File: src/rtl/axis_burst_serializer_pkg.sv
// axis_burst_serializer_pkg: packet field layout, sync bytes, FSM states and width helper
package axis_burst_serializer_pkg;
   localparam logic [7:0] SYNC_HDR_DEF = 8'hA5;
   localparam logic [7:0] SYNC_TRL_DEF = 8'h5A;
   localparam int SYNC_LSB  = 24;
   localparam int SEQ_LSB   = 16;
   localparam int SHORT_BIT = 15;
   localparam int LONG_BIT  = 14;
   localparam int CNT_W     = 14;
   typedef enum logic [2:0] {IDLE, HEADER, DATA, DATA_WAIT, TRAILER} state_t;
   function automatic int slice_w(input int n);
      return n > 1 ? $clog2(n) : 1;
   endfunction
endpackage

File: src/rtl/axis_burst_serializer.sv
// axis_burst_serializer: frames tlast bursts of wide beats into HEADER/DATA/TRAILER narrow packets
module axis_burst_serializer
   import axis_burst_serializer_pkg::*;
#(
   parameter int NUM_CHANNELS  = 4,
   parameter int CHANNEL_WIDTH = 64,
   parameter int BURST_LENGTH  = 32,
   parameter int OUT_WIDTH     = 32,
   parameter logic [7:0] SYNC_HDR = SYNC_HDR_DEF,
   parameter logic [7:0] SYNC_TRL = SYNC_TRL_DEF
) (
   input  logic                                  clk,
   input  logic                                  rst,
   input  logic                                  s_axis_tvalid,
   output logic                                  s_axis_tready,
   input  logic [NUM_CHANNELS*CHANNEL_WIDTH-1:0] s_axis_tdata,
   input  logic                                  s_axis_tlast,
   output logic                                  m_axis_tvalid,
   input  logic                                  m_axis_tready,
   output logic [OUT_WIDTH-1:0]                  m_axis_tdata,
   output logic                                  m_axis_tlast
);
   localparam int DATA_WIDTH = NUM_CHANNELS * CHANNEL_WIDTH;
   localparam int NUM_SLICES = DATA_WIDTH / OUT_WIDTH;
   localparam int SW = slice_w(NUM_SLICES);
   localparam logic [SW-1:0] LAST_SLICE = SW'(NUM_SLICES - 1);
   state_t state, state_n;
   logic [DATA_WIDTH-1:0] beat_reg;
   logic beat_end, short_err, long_err, alive;
   logic [CNT_W-1:0] beat_cnt, cnt_inc;
   logic [SW-1:0] slice;
   logic [7:0] seq;
   logic load, take, hit, nv, nl;
   logic [OUT_WIDTH-1:0] nd, hdr_word, trl_word, slice_word;
   assign load = !m_axis_tvalid | m_axis_tready;
   assign take = s_axis_tvalid & s_axis_tready;
   assign cnt_inc = beat_cnt + 1'b1;
   assign hit = cnt_inc == CNT_W'(BURST_LENGTH);
   assign hdr_word = OUT_WIDTH'({SYNC_HDR, seq, 16'(BURST_LENGTH)});
   assign trl_word = OUT_WIDTH'({SYNC_TRL, seq, short_err, long_err, beat_cnt});
   assign slice_word = beat_reg[OUT_WIDTH*int'(slice) +: OUT_WIDTH];
   // State register
   always_ff @(posedge clk or posedge rst)
      if (rst) state <= IDLE;
      else state <= state_n;
   // Next state, input ready (never from s_axis_tvalid) and the word offered to the output register
   always_comb begin
      state_n = state;
      s_axis_tready = 1'b0;
      nv = 1'b0;
      nd = '0;
      nl = 1'b0;
      case (state)
         IDLE: begin
            s_axis_tready = alive;
            nv = take;
            nd = take ? hdr_word : '0;
            if (take) state_n = load ? DATA : HEADER;
         end
         HEADER: begin
            nv = 1'b1;
            nd = hdr_word;
            if (load) state_n = DATA;
         end
         DATA: begin
            nv = 1'b1;
            nd = slice_word;
            if (load && slice == LAST_SLICE) begin
               if (beat_end) state_n = TRAILER;
               else begin
                  s_axis_tready = 1'b1;
                  state_n = s_axis_tvalid ? DATA : DATA_WAIT;
               end
            end
         end
         DATA_WAIT: begin
            s_axis_tready = 1'b1;
            if (s_axis_tvalid) state_n = DATA;
         end
         TRAILER: begin
            nv = 1'b1;
            nd = trl_word;
            nl = 1'b1;
            if (load) state_n = IDLE;
         end
         default: state_n = IDLE;
      endcase
   end
   // Beat capture, frame-length bookkeeping, sequence number and registered output word
   always_ff @(posedge clk or posedge rst)
      if (rst) begin
         alive <= 1'b0;
         beat_reg <= '0;
         beat_end <= 1'b0;
         beat_cnt <= '0;
         slice <= '0;
         seq <= '0;
         short_err <= 1'b0;
         long_err <= 1'b0;
         m_axis_tvalid <= 1'b0;
         m_axis_tdata <= '0;
         m_axis_tlast <= 1'b0;
      end else begin
         alive <= 1'b1;
         if (take) begin
            beat_reg <= s_axis_tdata;
            beat_end <= s_axis_tlast | hit;
            beat_cnt <= cnt_inc;
            short_err <= s_axis_tlast & !hit;
            long_err <= !s_axis_tlast & hit;
            slice <= '0;
         end else if (state == DATA && load) slice <= slice == LAST_SLICE ? '0 : slice + 1'b1;
         else if (state == TRAILER && load) begin
            seq <= seq + 1'b1;
            beat_cnt <= '0;
            short_err <= 1'b0;
            long_err <= 1'b0;
         end
         if (load) begin
            m_axis_tvalid <= nv;
            m_axis_tdata <= nd;
            m_axis_tlast <= nl;
         end
      end
endmodule

File: config.mk
export PLATFORM = sky130hd
export DESIGN_NAME = axis_burst_serializer
export DESIGN_NICKNAME = d
export VERILOG_FILES = /design/src/rtl/axis_burst_serializer_pkg.sv /design/src/rtl/axis_burst_serializer.sv
export SDC_FILE = /design/constraint.sdc
export NUM_CORES = 1
export LEC_CHECK = 0
export CAP_MARGIN = 15
export CORE_MARGIN = 1.5
export CORE_UTILIZATION = 52
export CTS_CLUSTER_SIZE = 40
export DETAILED_ROUTE_END_ITERATION = 12
export PLACE_DENSITY = 0.82
export SLEW_MARGIN = 20
export SYNTH_ARGS = -nofsm -noshare
export SYNTH_HDL_FRONTEND = slang
export SYNTH_SLANG_ARGS = --single-unit
export TNS_END_PERCENT = 10
File: constraint.sdc
create_clock -name clk -period 14.4 [get_ports clk]
set_clock_uncertainty 0.1 [all_clocks]
set_input_delay 4.32 -clock clk [delete_from_list [all_inputs] [get_ports clk]]
set_output_delay 4.32 -clock clk [all_outputs]
set_load 0.02 [all_outputs]
-- Word level (Yosys, flattened, before mapping)
Index checks and enable logic that the tools add are counted.
- add/subtract/negate cells: 3
- eq/ne operators: 12
- shift operators: 1
- muxes and demuxes: 26
- bitwise logic cells: 7
- reduce and logical (&&, ||, !) cells: 13
- operators with widths (operator ; count):
    variable part select 256 x 9 -> 32 bit ; 1
    case mux 32 bit (4 select lines) ; 1
    2-to-1 mux 14 bit ; 3
    2-to-1 mux 32 bit ; 1
    2-to-1 mux 3 bit ; 9
    case mux 3 bit (5 select lines) ; 1
    adder 14 x 1 -> 14 bit (second input constant) ; 1
    equality test 14 x 6 -> 1 bit (second input constant) ; 1
    != test 2 bit (second input constant) ; 6
    adder 8 x 1 -> 8 bit (second input constant) ; 1
    2-to-1 mux 1 bit ; 8
    equality test 3 x 2 -> 1 bit (second input constant) ; 2
    equality test 3 bit (second input constant) ; 2
    AND reduction 5 bit ; 1
    nonzero test 2 bit ; 2
    adder 3 x 1 -> 3 bit (second input constant) ; 1
    AND 1 bit ; 3
    equality test 3 x 1 -> 1 bit (second input constant) ; 1
    logical AND 1 bit ; 3
    zero test 1 bit ; 3
    zero test 3 bit ; 1
    case mux 1 bit (3 select lines) ; 1
    AND reduction 3 bit ; 1
    OR reduction 3 bit ; 1
    5 further kinds ; 7
- register bits after elaboration: 322
- input bits: 261

-- Depth between registers and ports, before layout
- word-level depth: 8
- depth in mapped cells: 10

-- Worst setup path after synthesis
No wires, ideal clock.
- path kind: input -> output
- start point: input port m_axis_tready
- end point: output port s_axis_tready
- data arrival time: 5088 ps
- path slack: 4892 ps
- cell stages on the path: 4
- path buffers: 1
- cells stage by stage: nor2b_1 > buf_2 > o311ai_4 > and2_1
- cells in the longest elaborated chain, start to end: 4
- RTL lines (item ; line ; RTL):
    from (decl) ; axis_burst_serializer.sv:19 ; input logic m_axis_tready,
    OR 1 bit ; axis_burst_serializer.sv:35 ; assign load = !m_axis_tvalid | m_axis_tready;
    logical AND 1 bit ; axis_burst_serializer.sv:68 ; if (load && slice == LAST_SLICE) begin
    2-to-1 mux 1 bit ; axis_burst_serializer.sv:68 ;
    case mux 1 bit (3 select lines) ; axis_burst_serializer.sv:53 ; case (state)
    to (decl) ; axis_burst_serializer.sv:15 ; output logic s_axis_tready,
Every way passes these cells.

-- Final worst setup path
Ends and elaborated chain as after synthesis.

==> run metrics <==
initial antenna violation count=4; Mapped Nets=1796; RSZ-0062 raised after global routing=false; Slew @ Worst Pin=1.02 ns; Post-route DRC=0; vias in the first global route=11700; cells after synthesis=1530; EDFF count, synth=0; final net count=2040; routed wire length=39.2 mm; Flop pwr share=40.2%; critical path class=in2out; Hold WC Path Type=reg2reg; Largest register FFs=256; final hold vios=0; global-route wire length before repair=61.5 mm; Post-Synthesis Cell Area=0.0148 sq mm; Reg2Reg Setup Slack=10.72 ns; Psw=1370 uW; count leader, synth=nand2_1; Initial Utilization=53.1%; buffers and inverters on the worst path=3; largest net degree at the start of global routing=272; Sw Ratio=36.0%; Pins Over Slew Limit=0; # Post-CTS Setup Buffers=0; CTS tree=done; P&R area growth vs syn=27.9%; Max H-tree Level=2; clock share of power=22.7%; synth top area cells=dfrtp_1, nand2_1, mux4_2, mux2i_1, clkbuf_1; GP Congestion=0.885; Post-DRT Antenna Nets=0; top cells by count, synth=nand2_1, dfrtp_1, mux4_2; via count=11800; max incr delay on CP=0.60 ns; Syn Area/Cell=9.67 sq um; TNS Setup=0 ns; Wirelength per Cell=18.0 um; DP HPWL=26.2 mm; Period Utilization, post-route=74.3%; #FFs+latches synth=322; input/output buffers=295; Worst Reg-to-Reg Cells=8; Sink Count=322; Compound-Gate Fraction of Synth Area=4.97%; fill count=2086; data required time at the worst endpoint=9.98 ns; later-pin clock latency in the skew report=0.53 ns; CTS Hold Bufs=0; total track usage=27.2%; Pre-antenna DRT Iters=5; CP endpoint kind=primary output; mux share of post-synthesis cell area=12.1%; CTS Buffer Depth=3; Startpoint Class=input port; Synth area leader=dfrtp_1; crit path max-delay cell type=clkdlybuf4s50_1; critical path peak fanout=34; max_cap viols=0; die area=0.0295 sq mm; Synth Flop Type=dfrtp_1; Internal=2440 uW; number of CTS-inserted buffers=35; layout cells sized above 1=7.96%; Overall Power=3810 uW; CP Capture Point=s_axis_tready; grt ovf=0; Adder-Cell Fraction of Synth Area=0.423%; Hold WS=0.369 ns; CP arrival=6.28 ns; Root Buffer=clkbuf_16; core area=0.0279 sq mm; CP cell instances=clkdlybuf4s50_1 > nor2b_2 > buf_4 > o311ai_4 > and2_1 > clkdlybuf4s50_1; FF-to-FF Start=slice[1]$_DFFE_PP0P_; simple-gate share of the synthesized area=23.3%; status=complete, no violations; Power Density=201 mW/mm^2; IO Count=296; cell mode on critical path=clkdlybuf4s50_1; fin crit period=10.70 ns; YS warnings=0; Fmax=93.5 MHz; XOR/XNOR Fraction of Synth Area=0.592%; Die W=172 um; Netlist cell types=50; largest family of logic cells by synthesized area=simple AND/OR/NAND/NOR gates; Die Ht=172 um; clock transition at the registers of the reported paths=0.06 ns; Max VDD drop=106 uV; Max transition margin=32.3%; sequential share of the synthesized area=54.5%; # rows=61; Post-synth ARST share=100%; area share of the largest cell type after synthesis=54.5%; CTS resizes=0; WP depth=6; critical path's top delay family=buffers and inverters; CP startpoint=m_axis_tready; via/cell ratio=5.44; Pleak=0.00901 uW; FF-to-FF End=beat_reg[28]$_DFFE_PP0P_; combinational power share=37.2%; Final setup viols=0; initial DRC count=1116
==> power groups by stage <==
stage,combinational [uW],clock (uW),sequential [uW]
6_report,1420,864,1530
5_1_grt,1570,911,1580
4_1_cts,1390,872,1550
3_5_place_dp,1380,0,1560
3_3_place_gp,1340,0,1540
2_1_floorplan,1010,0,1480
==> worst reg2reg max path: cells and delay by family (launching register included) <==
kind / cells / cell delay, ns
AND/OR/NAND/NOR: 3 / 1.25
buffers and inverters: 2 / 0.74
flip-flops: 1 / 0.72
AO/OA/AOI/OAI: 1 / 0.35
adder cells (fa/ha/maj): 2 / 0.46
==> worst min path at each step <==
stage,startpoint,to,slack (ns),cells after the start
floorplan,beat_reg[101]$_DFFE_PP0P_,beat_reg[101]$_DFFE_PP0P_,0.34,2
global placement,beat_reg[238]$_DFFE_PP0P_,beat_reg[238]$_DFFE_PP0P_,0.35,2
detailed placement,beat_reg[200]$_DFFE_PP0P_,beat_reg[200]$_DFFE_PP0P_,0.36,2
CTS,beat_reg[226]$_DFFE_PP0P_,beat_reg[226]$_DFFE_PP0P_,0.37,2
global route,beat_reg[178]$_DFFE_PP0P_,beat_reg[178]$_DFFE_PP0P_,0.39,2
finish,beat_reg[161]$_DFFE_PP0P_,beat_reg[161]$_DFFE_PP0P_,0.37,2
==> kinds of logic (layout without fill, tap and decap cells) <==
kind of cell / after synthesis / in the layout
compound gates: 109 / 109
xor+xnor: 10 / 10
fa+ha+maj: 5 / 5
buf+inv: 105 / 372
flops: 322 / 322
mux: 99 / 99
other cells: 1 / 4
simple gates: 879 / 879
==> cell usage in the layout, fill, tap and decap left out, drive strengths merged, types with 2 or more instances in the layout <==
| cell type | instances |
|---|---|
| a221o | 8 |
| a22o | 4 |
| buf | 11 |
| nor4 | 4 |
| nand3 | 15 |
| a211oi | 2 |
| mux2i | 34 |
| a31oi | 5 |
| dfrtp | 322 |
| or3 | 4 |
| and3 | 2 |
| clkdlybuf4s50 | 295 |
| clkbuf | 50 |
| ha | 5 |
| a22oi | 15 |
| nor2 | 30 |
| o22ai | 4 |
| nor3 | 6 |
| o31ai | 6 |
| o22a | 6 |
| nand2b | 5 |
| nand4 | 7 |
| and2 | 4 |
| xor2 | 5 |
| mux4 | 64 |
| nand2 | 799 |
| xnor2 | 5 |
| inv | 8 |
| diode | 3 |
| a21oi | 5 |
| o21ai | 46 |
| clkinv | 7 |
==> final cells by class <==
| cell class | count | area (sq um) | share of cell area, % |
|---|---|---|---|
| clock buffer | 50 | 1000 | 5.30 |
| sequential | 322 | 8070 | 42.6 |
| clock inverter | 10 | 90.1 | 0.476 |
| antenna | 3 | 7.51 | 0.0397 |
| tap | 378 | 473 | 2.50 |
| multi-input combinational | 1103 | 6150 | 32.5 |
| timing repair buffer | 306 | 3100 | 16.4 |
| inverter | 6 | 30.0 | 0.159 |
==> routing by layer <==
layer / GRT usage (%) / up-vias / wire (um)
met4: 9.46 / 0 / 1160
met3: 4.42 / 71 / 2470
met5: 0 / - / 0
li1: - / 5511 / -
met2: 42.2 / 387 / 18500
met1: 39.0 / 5872 / 17100
==> through the flow <==
stage               instances  area (sq um)  worst slack (ns)  utilization, %
global placement         2113         17800              3.71            63.8
detailed placement       2113         17800              3.71            63.8
floorplan                1530         14800              1.07               -
CTS                      2173         18900              3.70            67.7
global route             2178         18900              3.63            67.9
finish                   2178         18900              3.70            67.9
(Power assumes the default switching activity.)
